[src/rtl/velocity_cell_streamer_pkg.sv]
// Shared cell-memory widths and streamer FSM encoding.
// Imported by the streamer, its bus interface and the bench.
package velocity_cell_streamer_pkg;

  localparam int unsigned CELL_DATA_WIDTH   = 96;
  localparam int unsigned CELL_ADDR_WIDTH   = 8;
  localparam int unsigned CELL_PARTICLE_NUM = 220;

  typedef enum logic [2:0] {
    ST_IDLE,
    ST_RD_CNT,
    ST_WAIT_CNT,
    ST_STREAM,
    ST_DRAIN
  } stream_state_t;

endpackage

[src/rtl/velocity_cell_streamer_if.sv]
// Cell-memory port, downstream velocity stream and write-back channel.
// master = streamer side, slave = memory / consumer / motion-update side.
interface velocity_cell_streamer_if
  import velocity_cell_streamer_pkg::*;
#(
  parameter int unsigned DATA_WIDTH = CELL_DATA_WIDTH,
  parameter int unsigned ADDR_WIDTH = CELL_ADDR_WIDTH
);
  logic [ADDR_WIDTH-1:0] mem_address;
  logic                  mem_rden;
  logic                  mem_wren;
  logic [DATA_WIDTH-1:0] mem_data;
  logic [DATA_WIDTH-1:0] mem_q;

  logic                  out_valid;
  logic                  out_ready;
  logic [DATA_WIDTH-1:0] out_data;
  logic [ADDR_WIDTH-1:0] out_particle_id;

  logic                  wb_valid;
  logic                  wb_ready;
  logic [ADDR_WIDTH-1:0] wb_particle_id;
  logic [DATA_WIDTH-1:0] wb_data;

  modport master (
    output mem_address, mem_rden, mem_wren, mem_data,
    input  mem_q,
    output out_valid, out_data, out_particle_id,
    input  out_ready,
    input  wb_valid, wb_particle_id, wb_data,
    output wb_ready
  );

  modport slave (
    input  mem_address, mem_rden, mem_wren, mem_data,
    output mem_q,
    input  out_valid, out_data, out_particle_id,
    output out_ready,
    output wb_valid, wb_particle_id, wb_data,
    input  wb_ready
  );
endinterface

[src/rtl/stream_skid_fifo.sv]
// Two-entry output FIFO; head is presented whenever count is non-zero.
// The caller guarantees no push into a full FIFO unless it pops in the same cycle.
module stream_skid_fifo #(
  parameter int unsigned WIDTH = 8
) (
  input  logic             clock,
  input  logic             rst_n,
  input  logic             push,
  input  logic [WIDTH-1:0] push_data,
  input  logic             pop_ready,
  output logic             valid,
  output logic [WIDTH-1:0] head,
  output logic [1:0]       count
);
  logic [WIDTH-1:0] slot [2];
  logic             wr_ptr;
  logic             rd_ptr;
  logic             pop;

  assign valid = (count != 2'd0);
  assign head  = slot[rd_ptr];
  assign pop   = valid && pop_ready;

  always_ff @(posedge clock) begin
    if (!rst_n) begin
      wr_ptr <= 1'b0;
      rd_ptr <= 1'b0;
      count  <= '0;
    end else begin
      if (push) begin
        slot[wr_ptr] <= push_data;
        wr_ptr       <= ~wr_ptr;
      end
      if (pop) rd_ptr <= ~rd_ptr;
      count <= count + {1'b0, push} - {1'b0, pop};
    end
  end
endmodule

[src/rtl/velocity_cell_streamer.sv]
// Streams the velocity words of one cell (addresses 1..N, N read from address 0)
// to a downstream consumer while sharing the memory port with motion-update write-backs.
module velocity_cell_streamer
  import velocity_cell_streamer_pkg::*;
#(
  parameter int unsigned DATA_WIDTH   = CELL_DATA_WIDTH,
  parameter int unsigned ADDR_WIDTH   = CELL_ADDR_WIDTH,
  parameter int unsigned PARTICLE_NUM = CELL_PARTICLE_NUM
) (
  input  logic                  clock,
  input  logic                  rst_n,
  input  logic                  start,
  output logic                  busy,
  output logic                  done,
  output logic [ADDR_WIDTH-1:0] particle_count,
  output logic                  wb_error,
  velocity_cell_streamer_if.master bus
);
  localparam logic [ADDR_WIDTH-1:0] MAX_COUNT = ADDR_WIDTH'(PARTICLE_NUM - 1);

  stream_state_t          state;
  logic [ADDR_WIDTH-1:0]  rd_addr;
  logic [ADDR_WIDTH-1:0]  inflight_id;
  logic                   inflight;
  logic                   last_wb;
  logic [ADDR_WIDTH-1:0]  cnt_raw;
  logic [ADDR_WIDTH-1:0]  cnt_clamped;

  logic                   fifo_valid;
  logic [1:0]             fifo_count;
  logic [ADDR_WIDTH+DATA_WIDTH-1:0] fifo_head;

  logic pop, read_ok, wb_acc, wb_write, rd_issue, start_acc;

  assign cnt_raw     = bus.mem_q[ADDR_WIDTH-1:0];
  assign cnt_clamped = (cnt_raw > MAX_COUNT) ? MAX_COUNT : cnt_raw;

  // A slot is free when occupancy after this cycle's pop plus the read whose
  // data is on mem_q right now leaves room; this keeps 1 beat/cycle with 2 entries.
  // After a granted write-back, an eligible read wins the port so a continuous
  // write-back stream cannot starve the pass.
  always_comb begin
    pop       = fifo_valid && bus.out_ready;
    read_ok   = (state == ST_STREAM) &&
                (({1'b0, fifo_count} - {2'b00, pop} + {2'b00, inflight}) < 3'd2);
    bus.wb_ready = (state != ST_RD_CNT) && !(read_ok && last_wb);
    wb_acc    = bus.wb_valid && bus.wb_ready;
    wb_write  = wb_acc && (bus.wb_particle_id != '0);
    rd_issue  = read_ok && !wb_acc;
    start_acc = start && (state == ST_IDLE) && !done;

    bus.mem_wren    = wb_write;
    bus.mem_rden    = rd_issue || (state == ST_RD_CNT);
    bus.mem_data    = wb_write ? bus.wb_data : '0;
    bus.mem_address = '0;
    if (wb_write)      bus.mem_address = bus.wb_particle_id;
    else if (rd_issue) bus.mem_address = rd_addr;
  end

  always_ff @(posedge clock) begin
    if (!rst_n) begin
      state          <= ST_IDLE;
      busy           <= 1'b0;
      done           <= 1'b0;
      particle_count <= '0;
      rd_addr        <= '0;
      inflight       <= 1'b0;
      inflight_id    <= '0;
      last_wb        <= 1'b0;
      wb_error       <= 1'b0;
    end else begin
      done        <= 1'b0;
      inflight    <= rd_issue;
      inflight_id <= rd_addr;
      last_wb     <= wb_acc;
      if (start_acc) wb_error <= 1'b0;
      if (wb_acc && (bus.wb_particle_id == '0)) wb_error <= 1'b1;

      case (state)
        ST_IDLE: begin
          if (start_acc) begin
            state <= ST_RD_CNT;
            busy  <= 1'b1;
          end
        end
        ST_RD_CNT: state <= ST_WAIT_CNT;
        ST_WAIT_CNT: begin
          particle_count <= cnt_clamped;
          rd_addr        <= ADDR_WIDTH'(1);
          state          <= (cnt_clamped == '0) ? ST_DRAIN : ST_STREAM;
        end
        ST_STREAM: begin
          if (rd_issue) begin
            if (rd_addr == particle_count) state <= ST_DRAIN;
            else rd_addr <= rd_addr + ADDR_WIDTH'(1);
          end
        end
        ST_DRAIN: begin
          if (!inflight && ((fifo_count == 2'd0) || ((fifo_count == 2'd1) && pop))) begin
            state <= ST_IDLE;
            busy  <= 1'b0;
            done  <= 1'b1;
          end
        end
        default: state <= ST_IDLE;
      endcase
    end
  end

  stream_skid_fifo #(
    .WIDTH(ADDR_WIDTH + DATA_WIDTH)
  ) u_fifo (
    .clock     (clock),
    .rst_n     (rst_n),
    .push      (inflight),
    .push_data ({inflight_id, bus.mem_q}),
    .pop_ready (bus.out_ready),
    .valid     (fifo_valid),
    .head      (fifo_head),
    .count     (fifo_count)
  );

  assign bus.out_valid       = fifo_valid;
  assign bus.out_data        = fifo_head[DATA_WIDTH-1:0];
  assign bus.out_particle_id = fifo_head[DATA_WIDTH +: ADDR_WIDTH];
endmodule

[src/flat_wrapper.sv]
// flat-port wrapper written by rule: the top's interface ports become plain ports
module velocity_cell_streamer_flat import velocity_cell_streamer_pkg::*;
#(
  parameter int unsigned DATA_WIDTH   = CELL_DATA_WIDTH,
  parameter int unsigned ADDR_WIDTH   = CELL_ADDR_WIDTH,
  parameter int unsigned PARTICLE_NUM = CELL_PARTICLE_NUM
)
  (clock, rst_n, start, busy, done, particle_count, wb_error, bus_mem_address, bus_mem_rden, bus_mem_wren, bus_mem_data, bus_mem_q, bus_out_valid, bus_out_data, bus_out_particle_id, bus_out_ready, bus_wb_valid, bus_wb_particle_id, bus_wb_data, bus_wb_ready);
  velocity_cell_streamer_if #(.DATA_WIDTH(DATA_WIDTH), .ADDR_WIDTH(ADDR_WIDTH)) bus_i ();
  input  logic clock;
  input  logic rst_n;
  input  logic start;
  output logic busy;
  output logic done;
  output logic [ADDR_WIDTH-1:0] particle_count;
  output logic wb_error;
  output wire logic [$bits(bus_i.mem_address)-1:0] bus_mem_address;
  output wire logic [$bits(bus_i.mem_rden)-1:0] bus_mem_rden;
  output wire logic [$bits(bus_i.mem_wren)-1:0] bus_mem_wren;
  output wire logic [$bits(bus_i.mem_data)-1:0] bus_mem_data;
  input wire logic [$bits(bus_i.mem_q)-1:0] bus_mem_q;
  output wire logic [$bits(bus_i.out_valid)-1:0] bus_out_valid;
  output wire logic [$bits(bus_i.out_data)-1:0] bus_out_data;
  output wire logic [$bits(bus_i.out_particle_id)-1:0] bus_out_particle_id;
  input wire logic [$bits(bus_i.out_ready)-1:0] bus_out_ready;
  input wire logic [$bits(bus_i.wb_valid)-1:0] bus_wb_valid;
  input wire logic [$bits(bus_i.wb_particle_id)-1:0] bus_wb_particle_id;
  input wire logic [$bits(bus_i.wb_data)-1:0] bus_wb_data;
  output wire logic [$bits(bus_i.wb_ready)-1:0] bus_wb_ready;
  assign bus_mem_address = bus_i.mem_address;
  assign bus_mem_rden = bus_i.mem_rden;
  assign bus_mem_wren = bus_i.mem_wren;
  assign bus_mem_data = bus_i.mem_data;
  assign bus_i.mem_q = bus_mem_q;
  assign bus_out_valid = bus_i.out_valid;
  assign bus_out_data = bus_i.out_data;
  assign bus_out_particle_id = bus_i.out_particle_id;
  assign bus_i.out_ready = bus_out_ready;
  assign bus_i.wb_valid = bus_wb_valid;
  assign bus_i.wb_particle_id = bus_wb_particle_id;
  assign bus_i.wb_data = bus_wb_data;
  assign bus_wb_ready = bus_i.wb_ready;
  velocity_cell_streamer #(.DATA_WIDTH(DATA_WIDTH), .ADDR_WIDTH(ADDR_WIDTH), .PARTICLE_NUM(PARTICLE_NUM)) u_core (.clock(clock), .rst_n(rst_n), .start(start), .busy(busy), .done(done), .particle_count(particle_count), .wb_error(wb_error), .bus(bus_i));
endmodule
[config.mk]
export PLATFORM = sky130hd
export DESIGN_NAME = velocity_cell_streamer_flat
export DESIGN_NICKNAME = d
export VERILOG_FILES = /design/src/rtl/velocity_cell_streamer_pkg.sv /design/src/rtl/velocity_cell_streamer_if.sv /design/src/rtl/stream_skid_fifo.sv /design/src/rtl/velocity_cell_streamer.sv /design/src/flat_wrapper.sv
export SDC_FILE = /design/constraint.sdc
export NUM_CORES = 1
export LEC_CHECK = 0
export CAP_MARGIN = 20
export CORE_AREA = 2 2 166 168
export DETAILED_ROUTE_END_ITERATION = 10
export DIE_AREA = 0 0 168 170
export DONT_BUFFER_PORTS = 1
export PLACE_DENSITY = 0.62
export SYNTH_ARGS = -nofsm -noshare
export SYNTH_HDL_FRONTEND = slang
export SYNTH_SLANG_ARGS = --single-unit
export TNS_END_PERCENT = 1
[constraint.sdc]
create_clock -name clock -period 21.5 [get_ports clock]
set_input_delay 2.15 -clock clock [delete_from_list [all_inputs] [get_ports clock]]
set_output_delay 2.15 -clock clock [all_outputs]
set_load 0.1 [all_outputs]
==> summary.txt <==
Logic synthesis
  – Post-synth top flop: edfxtp_1
  – Async SR Flop Fraction: 0%
  – Number of flops mapped to enable cells by yosys: 208
  – Sequential element share of the synthesized area: about 70%
  – Top cells by area, synth: edfxtp_1, mux2_2, dfxtp_1
  – Synth unique cells: 43
  – #FFs+latches synth: around 250
  – Syn Nets: 849
  – Cell taking the most area after synthesis: edfxtp_1
  – Top cell type's share of synthesized area: 63.0%
  – Post-Syn Area per Cell: 15.5 sq um
  – Yosys warns: 0
  – Post-Synthesis Cells: 640
  – Post-Syn Area: 0.00992 sq mm

Route
  – Vias per cell: between 5 and 6
  – DRC Markers: 0
  – Drt wl/cell: 26.6 microns
  – Total Wirelength: 26,600 microns
  – First-iteration detailed-routing DRC count: 609
  – Via count: 5,300
  – First-pass DRT Iterations: 5
  – Antenna Violating Nets Remaining: 0

Flow run
  – Max-Cap Viols: 0

STA
  – Post-route clock skew: roughly 21 ps
  – Final hold violation count: 0
  – Worst-margin pin slew: 1140 ps
  – Final slew viol count: 0
  – Final setup vio count: 0
  – Worst slew margin: 23.7%
  – FMAX: 0.112 GHz
  – Min cycle time layout: around 9000 ps
  – Sum Neg Setup Slack: 0 ps
  – Final worst slack: between 10,000 and 15,000 ps
  – Tcrit/Tclk final: 41.7%
  – Final hold slack: 430 ps
  – RSZ-0062 raised after global routing: false

Placed design
  – Post-Place Setup Slack: 12,550 ps
  – Port Buffer Count: 0
  – Placed wire-length estimate: 19,900 microns
  – Placed cell areas: 0.0103 sq mm
  – Number of cells after detailed placement: ~950
  – Final RePlAce weighted congestion: 0.994

Finish
  – Layout area overhead: 12.3%
  – Final-layout fill cell count: 2,335
  – Final nets: 848
  – Final cell count without fillers: 999
  – Design Area, Final: 0.0111 sq mm
  – Share of cells above drive strength 1: about a quarter
  – Final core utilization: 41.8%

Clock tree
  – CTS root buf: clkbuf_16
  – Clock slew at reported path FFs: 60 ps
  – Postcts setup bufs: 0
  – Clock Sinks: 245
  – Post-CTS sizing: 0
  – # H-tree levels: 1
  – TritonCTS clock tree: yes
  – Clock Path Buffers: 3
  – Number of CTS-inserted buffers: 25
  – Clk Latency, worst-skew pair: ~500 ps
  – CTS hold repair buffers: 0

Pwr
  – Leak: 3.70 nW
  – Total power per unit cell area: 137 mW/mm^2
  – VDD IR max: 55.1 uV
  – Sw Share: 43.0%
  – Total Power: 1.53 mW
  – Clock share of power: approximately 30%
  – Internal: between 0.8 and 0.9 mW
  – P_sw: 0.657 mW
  – Comb pwr share: 34.4%
  – Sequential fraction of design power: 35.9%

Global route
  – GRT Util Overall: 17.3%
  – Largest net degree at the start of global routing: 97
  – Vias in the first global route: about 5,300
  – GRT overflow: 0
  – Initial antenna violation count: 15
  – First-pass GRT wire length: 36,500 microns

Worst setup path
  – Worst Reg-to-Reg Cells: 12
  – Worst setup endpoint: bus_mem_data[58]
  – CP Class: in -> out
  – Critical R2R Launch: u_core.u_fifo.count[1]
  – Worst path required time: 19,350 ps
  – Crit end category: output port
  – Crit path arrival time: 6810 ps
  – Setup crit start kind: input pin
  – R2R Path End: u_core.rd_addr[4]
  – Crit Path Max Fanout: 96
  – R2R Setup Slk: 17,570 ps
  – Worst Setup SP: bus_out_ready

Hold path
  – Hold WC Path Type: reg -> reg

Die
  – Initial Util: 37.2%
  – Core ar.: 0.0267 sq mm
  – Row cnt: 60
  – Die Wd: 168 microns
  – Die Span Y: 170 microns
  – Die area: around 0.029 sq mm
  – IO Count: between 400 and 500

Run status
  – Status: finished, final reports clean
## power groups by stage
stage	clock network (mW)	registers, mW	logic, mW
final	0.454	0.549	0.526
after CTS	0.464	0.549	0.529
after global routing	0.484	0.551	0.538
after floorplan	0	0.547	0.510
after detailed placement	0	0.559	0.528
after global placement	0	0.559	0.527
## cell type report
type                       count  area (sq um)  area share, %
timing repair buffer           6          45.0          0.404
tap                          341           427           3.83
inverter                       8          30.0          0.270
sequential                   245          6990           62.8
clock inverter                15           188           1.69
antenna                        1          2.50         0.0225
clock buffer                  30           696           6.25
multi-input combinational    353          2760           24.8
## placed cells by master (no fill, tap or decap), types with 2 or more instances in the layout
cell type and count:
xor2_1 8, or3_1 2, nand3b_1 2, clkbuf_16 26, nor2_1 16, clkinv_1 2, o21ai_2 2, nand4_1 3
a31oi_1 3, edfxtp_1 208, mux2i_1 2, dfxtp_1 36, o21ai_0 9, nand2_1 17, ha_1 3, clkinv_2 5
and3_1 3, a311oi_1 4, a22o_1 6, nor4_1 6, xnor2_1 3, mux2_2 104, nand3_1 8, a21oi_1 16
inv_1 8, o21a_1 2, a21bo_2 2, buf_4 6, inv_6 2, and2_1 110, clkbuf_8 3, nor3_1 3
nand2b_1 4, bufinv_16 4
## logic make-up (layout without fill, tap and decap cells)
logic type | Yosys count | after routing | share of synthesized area, %
AO/OA/AOI/OAI | 51 | 51 | 3.54
flip-flops | 245 | 245 | 70.4
AND/OR/NAND/NOR | 181 | 181 | 10.5
adder cells (fa/ha/maj) | 4 | 4 | 0.580
XOR/XNOR | 11 | 11 | 0.971
other | 0 | 1 | 0
buffers and inverters | 42 | 59 | 1.93
multiplexers | 106 | 106 | 12.0
## how the worst min path moves through the flow
stage,start,to,slack [ps],cells after the start
2_1_floorplan,u_core.inflight_id[4],u_core.u_fifo.slot[0][100],400,0
3_3_place_gp,u_core.inflight_id[2],u_core.u_fifo.slot[1][98],410,0
3_5_place_dp,u_core.inflight_id[5],u_core.u_fifo.slot[0][101],410,0
4_1_cts,u_core.inflight_id[5],u_core.u_fifo.slot[1][101],430,0
5_1_grt,u_core.inflight_id[5],u_core.u_fifo.slot[1][101],430,0
6_report,u_core.inflight_id[5],u_core.u_fifo.slot[0][101],430,0
## routing by layer
layer / track usage (%) / vias to the layer above / wire length, microns
met5: 0 / - / 0
met4: 4.01 / 0 / 654
met3: 7.74 / 56 / 3260
met2: 33.2 / 354 / 13900
met1: 16.8 / 2541 / 8750
li1: - / 2349 / -
## critical path, cell delays in order
cell      delay, ps
and2_1          140
ha_1            280
inv_1            40
ha_1            180
inv_1            70
fa_1            430
and4b_1         220
a32oi_2         190
buf_4           330
and2_1          470
a21boi_4        750
buf_4           640
and2_1          880
## Yosys cell counts, types with 3 or more instances
cell      number
a21oi_1       16
a22o_1         6
a311oi_1       4
a31oi_1        3
and2_1       110
and3_1         4
buf_1          5
buf_2          3
buf_6          4
clkbuf_1      22
dfxtp_1       37
edfxtp_1     208
ha_1           3
inv_1          8
mux2_2       104
nand2_1       17
nand2b_1       4
nand3_1        8
nand4_1        3
nor2_1        16
nor3_1         4
nor4_1         6
o21ai_0       11
xnor2_1        3
xor2_1         8
## registers in the layout, summed over array words and instances, names as in the netlist, named ones only
signal	flops
u_core.u_fifo.slot	208
u_core.inflight_id	8
u_core.particle_count	8
u_core.rd_addr	8
u_core.state	3
u_core.u_fifo.count	2
u_core.busy	1
u_core.done	1
u_core.inflight	1
u_core.last_wb	1
u_core.u_fifo.rd_ptr	1
u_core.u_fifo.wr_ptr	1
u_core.wb_error	1
Note: power is estimated with default switching activity, not from simulation.
